`src/rtl/mod_updown_counter.sv`:
```
`default_nettype none
// ============================================================================
// Module   : mod_updown_counter
// Brief    : Synchronous up/down modulo counter with enable, clamped parallel
//            load and cascade carry/borrow. Define MOD_COUNTER_SATURATE_EN to
//            hold at the end values instead of wrapping.
// Revision : 1.0
// ============================================================================
module mod_updown_counter #(
  parameter int     WIDTH     = 4,
  parameter longint MODULUS   = longint'(1) << WIDTH,
  parameter longint RESET_VAL = 0
) (
  input  logic             clock,
  input  logic             clear,
  input  logic             en,
  input  logic             up,
  input  logic             load,
  input  logic [WIDTH-1:0] load_val,
  output logic [WIDTH-1:0] q,
  output logic             carry,
  output logic             borrow,
  output logic             tc,
  output logic             load_err
);

  // Comparisons are made one bit wider so MODULUS = 2**WIDTH needs no special case.
  localparam logic [WIDTH:0]   c_max_ext = MODULUS[WIDTH:0] - 1'b1;
  localparam logic [WIDTH-1:0] c_max     = c_max_ext[WIDTH-1:0];
  localparam logic [WIDTH-1:0] c_reset   = RESET_VAL[WIDTH-1:0];

`ifdef MOD_COUNTER_SATURATE_EN
  localparam bit c_saturate = 1'b1;
`else
  localparam bit c_saturate = 1'b0;
`endif

  logic [WIDTH-1:0] r_count_q;
  logic [WIDTH-1:0] w_count_d;
  logic             r_load_err_q;
  logic             w_load_err_d;

  logic [WIDTH:0]   w_q_ext;
  logic [WIDTH:0]   w_lv_ext;
  logic             w_in_range;
  logic             w_at_max;
  logic             w_at_zero;

  assign w_q_ext    = {1'b0, r_count_q};
  assign w_lv_ext   = {1'b0, load_val};
  assign w_in_range = (w_q_ext <= c_max_ext);
  assign w_at_max   = (w_q_ext == c_max_ext);
  assign w_at_zero  = (r_count_q == '0);

  always_comb begin
    w_count_d    = r_count_q;
    w_load_err_d = 1'b0;
    if (clear) begin
      w_count_d = c_reset;
    end else if (load) begin
      if (w_lv_ext > c_max_ext) begin
        w_count_d    = c_max;
        w_load_err_d = 1'b1;
      end else begin
        w_count_d = load_val;
      end
    end else if (en) begin
      // An out-of-range state recovers to zero on the next enabled count.
      if (!w_in_range) begin
        w_count_d = '0;
      end else if (up) begin
        if (w_at_max) begin
          w_count_d = c_saturate ? c_max : '0;
        end else begin
          w_count_d = r_count_q + 1'b1;
        end
      end else begin
        if (w_at_zero) begin
          w_count_d = c_saturate ? '0 : c_max;
        end else begin
          w_count_d = r_count_q - 1'b1;
        end
      end
    end
  end

  always_ff @(posedge clock) begin
    if (clear) begin
      r_count_q    <= c_reset;
      r_load_err_q <= 1'b0;
    end else begin
      r_count_q    <= w_count_d;
      r_load_err_q <= w_load_err_d;
    end
  end

  assign q        = r_count_q;
  assign load_err = r_load_err_q;
  assign carry    = en & up & w_at_max & ~load & ~clear;
  assign borrow   = en & ~up & w_at_zero & ~load & ~clear;
  assign tc       = up ? w_at_max : w_at_zero;

endmodule
`default_nettype wire

```
`config.mk`:
```
export PLATFORM = sky130hd
export DESIGN_NAME = mod_updown_counter
export DESIGN_NICKNAME = d
export VERILOG_FILES = /design/src/rtl/mod_updown_counter.sv
export SDC_FILE = /design/constraint.sdc
export NUM_CORES = 1
export LEC_CHECK = 0
export BUFFER_PORTS_ARGS = -buffer_cell sky130_fd_sc_hd__buf_2
export CAP_MARGIN = 20
export CORE_AREA = 3 3 40 42
export CTS_BUF_LIST = sky130_fd_sc_hd__clkbuf_8
export DETAILED_ROUTE_END_ITERATION = 16
export DIE_AREA = 0 0 43 45
export PLACE_DENSITY = 0.59
export SYNTH_ARGS = -nofsm -noshare
export SYNTH_HDL_FRONTEND = slang
export SYNTH_SLANG_ARGS = --single-unit
```
`constraint.sdc`:
```
create_clock -name clock -period 1.62 [get_ports clock]
set_clock_uncertainty 0.1 [all_clocks]
set_input_delay 0 -clock clock [delete_from_list [all_inputs] [get_ports clock]]
set_output_delay 0 -clock clock [all_outputs]
set_load 0.005 [all_outputs]
```
Yosys cells after proc, flatten, opt, wreduce, memory -nomap -nowiden. Index checks and enable logic that the tools add are counted.

Word-level logic and storage cells: 30. Input bits: 9. Register bits after elaboration: 5.

Multiplexer cells: 9. Equal/unequal tests: 1. Bitwise logic cells: 11. Add/sub/neg operators: 2. Reductions and logical operators: 3. $lt $le $gt $ge: 2.

Operators by type and width (number): 2-to-1 mux 4 bit (7); AND 1 bit (8); adder 4 x 1 -> 4 bit (second input constant) (1); == test 4 bit (second input constant) (1); > comparator 4 bit (second input constant) (1); less-or-equal comparator 4 bit (second input constant) (1); logical NOT 4 bit (1); subtractor 4 x 1 -> 4 bit (second input constant) (1); NOT 1 bit (3); 2-to-1 mux 1 bit (2); nonzero test 2 bit (1); OR reduction 2 bit (1).

Depth between registers and ports, before layout.
Depth after elaboration: 6. Gate-level depth with buffers: 6. Mapped depth without buffers: 6.

Worst setup path before layout. Ideal clock, no wire load.

Kind: register to register. From: reg r_count_q[0], in the netlist q[0]. To: reg r_count_q[3], in the netlist q[3]. Path slack: 56 ps. Clock period less this slack: 1564 ps. Data arrival time: 1342 ps. Data required time: 1398 ps. Path buffers: 0. Stages on the path, launching flop included: 7. Cells stage by stage: dfxtp_1 -> inv_1 -> ha_1 -> o21bai_1 -> a21oi_1 -> nor4_1 -> a311o_1.

Cells in the longest elaborated chain, start to end: 6.

Ends and longest elaborated chain: start, declared (RTL line 38) `logic [WIDTH-1:0] r_count_q;`; start signal, assigned (RTL line 89) `r_count_q <= c_reset;`; start signal, assigned (RTL line 92) `r_count_q <= w_count_d;`; subtractor 4 x 1 -> 4 bit, or another cell as far along (RTL line 81) `w_count_d = r_count_q - 1'b1;`; 2-to-1 mux 4 bit, on equally long branches (RTL line 78, 72); 2-to-1 mux 4 bit (RTL line 71) `end else if (up) begin`; 2-to-1 mux 4 bit (*) (RTL line 69) `if (!w_in_range) begin`; 2-to-1 mux 4 bit (*) (RTL line 67) `end else if (en) begin`; 2-to-1 mux 4 bit (*) (RTL line 60) `end else if (load) begin`.

Every way passes the cells marked *; elsewhere a longest branch is shown, timed or not. The select of a mux whose other input is x is not followed. A chain may end at the register's enable or synchronous reset.

Final worst setup path.
From: reg r_count_q[1], in the netlist q[1]. To: out borrow.

Cells in the longest elaborated chain, start to end: 4.

Ends and longest elaborated chain: logical NOT 4 bit (RTL line 53) `assign w_at_zero = (r_count_q == '0);`; AND 1 bit (3 in a row) (RTL line 100) `assign borrow = en & ~up & w_at_zero & ~load & ~clear;`; end, declared (RTL line 22) `output logic borrow,`.

No other way between the ends.

==> metrics.yaml <==
placed_design:
  dpl.hpwl_um: 606
  placed_area_um2: 438
  place.gp.congestion: 0.794
  place.port_buffers: 15
  dp_slack_ns: 0.0578
drt:
  totalWireLength_um: 786
  antenna_left: 0
  vias_per_cell: 4.48
  via_count: 363
  wl_per_cell_um: 9.70
  drc: 0
  drt_iter0_drc: 3
  first_pass_iters: 2
cells_and_area:
  syn_to_final_growth_pct: 48.2
  largest_reg_flops: 4
  drive_gt1_frac: 0.364
  diodes: 0
  finish.utilization: 0.401
  post-route-cell-area_um2: 515
  nNetsFinal: 79
  mostFrequentLayoutCells: "buf_2, nor2_1, a21oi_1"
  layout_commonest_cell: "buf_2"
logic_synthesis:
  synth_top_area_share: 0.230
  synthCells: 46
  synth-seq-cells: 4
  synth_warnings: 0
  ys_types: 25
  yosys-top-cells-area: "dfxtp_1, xnor2_1, a21oi_1"
  syn_nets: 57
  synth-seq-area-share: 0.230
  yosys.area.top_type: "dfxtp_1"
  syn-cell-area_um2: 348
  avgSynthCellArea_um2: 7.56
setup_path:
  r2r-start: "q[0]"
  worstPathRequired_ns: 1.52
  cp-start-kind: "flip-flop"
  rrSetupSlack_ns: 0.12
  reg2reg_depth: 6
  cp.arrival_ns: 1.46
  endpoint_kind: "primary output"
  path_class: "reg2out"
  rr_endpoint: "q[3]"
  path_max_fanout: 4
timing:
  fmax_mhz: 642
  setup_viol: 0
  finalCritPeriodShare: 0.961
  slew_viol_final: 0
  hold_violations: 0
  layout_setup_ws_ns: 0.0634
  min_period_ns: 1.56
min_path:
  hp-start: "load_val[2]"
  whs_endpoint: "q[2]"
  hp-class: "in2reg"
  min_path_cells: 4
grt:
  grt_pass1_vias: 312
  antenna_found_initial: 0
  grt_max_degree: 10
  grt_pass1_wl_um: 1240
  grt.total_usage: 0.0841
  gr-total-overflow: 0
die:
  rows: 13
  die_h_um: 45
  coreArea_mm2: 0.00128
  dieArea_mm2: 0.00194
  initial_core_util: 0.271
  io_pins: 17
  die_x_um: 43
power_and_ir_drop:
  p_leak_uw: 0.000251
  power_density_mw_per_mm2: 833
  peakVddDrop_mv: 0.444
run:
  maxCapViolCount: 0
cts:
  h-tree-depth: 1
  clock_latency_ns: 0.21
  cts_root_buffer: "clkbuf_8"
  cts_num_sinks: 4
  cts_buffers: 3
  cts_setup_buffers: 0
  cts_buffer_depth: 2
  cts_tree: "yes"
  clkTransAtPathRegs_ns: 0.03
status:
  status: "finished, final reports clean"
[cells by family (layout without fill, tap and decap cells)]
group	count (synthesis)	count (layout)	share of synthesized area
multiplexers	2	2	0.0611
AO/OA/AOI/OAI	11	11	0.198
XOR/XNOR	3	3	0.0756
other	1	1	0.0108
AND/OR/NAND/NOR	16	16	0.245
flip-flops	4	4	0.230
buffers and inverters	7	27	0.108
adder cells (fa/ha/maj)	2	2	0.0719
[area by class of cell]
cell class | count | area [um2]
multi-input combinational | 35 | 246
inverter | 5 | 18.8
sequential | 4 | 80.1
timing repair buffer | 19 | 110
clock buffer | 3 | 41.3
fill | 127 | 769
tap | 15 | 18.8
[power by group]
group          leakage (uW)  internal, uW  switching (uW)
clock network     0.0000216           158            44.3
logic              0.000196          60.2            47.6
registers         0.0000332           108            11.8
total              0.000251           326             104
[through the flow]
stage | instances | TNS, ns | power, uW | hold WS (ns)
finish | 81 | 0 | 429 | 0.0102
global route | 81 | -0.0102 | 457 | 0.0439
CTS | 81 | 0 | 428 | 0.00815
detailed placement | 76 | 0 | 216 | 0.134
global placement | 76 | 0 | 217 | 0.133
floorplan | 46 | 0 | 181 | -0.0284
[metal layers]
| metal | part of all wire | track usage |
|---|---|---|
| met4 | 0 | 0.0542 |
| met3 | 0.11 | 0.0319 |
| met1 | 0.51 | 0.111 |
| met5 | 0 | 0 |
| met2 | 0.38 | 0.114 |
[cells in the mapped netlist, drive strengths merged]
| library cell | n |
|---|---|
| or4b | 1 |
| inv | 5 |
| nand4 | 1 |
| nor2b | 1 |
| nand2 | 4 |
| a21oi | 5 |
| a311o | 1 |
| o41ai | 1 |
| o21ai | 2 |
| nor4 | 1 |
| nor4b | 1 |
| o21a | 1 |
| xnor2 | 3 |
| ha | 2 |
| buf | 2 |
| nor3b | 1 |
| nor2 | 6 |
| mux2 | 1 |
| dfxtp | 4 |
| o21bai | 1 |
| conb | 1 |
| mux2i | 1 |
[critical path: stages, from the launching register on]
cell and delay [ns]:
dfxtp_1 0.32, inv_1 0.12, ha_4 0.15, or4b_4 0.45, nor2_1 0.09, buf_2 0.11
[timing repair]
action / in CTS / in global routing
endpoints found under the hold margin: 2 / 0
endpoints found under the setup margin: 0 / 3
hold buffers: 2 / 0
resized for setup: 0 / 4
[how the worst max path moves through the flow]
stage                     start  cells past startpoint  slack, ns      to
after floorplan            q[0]                      6       0.06    q[3]
after global placement     q[0]                      6        0.1    q[3]
after detailed placement   q[0]                      6       0.06    q[3]
after CTS                  q[0]                      5       0.05  borrow
after global routing       q[1]                      5      -0.01  borrow
final                      q[1]                      5       0.06  borrow
No activity file was read; power rests on OpenSTA's default activity.
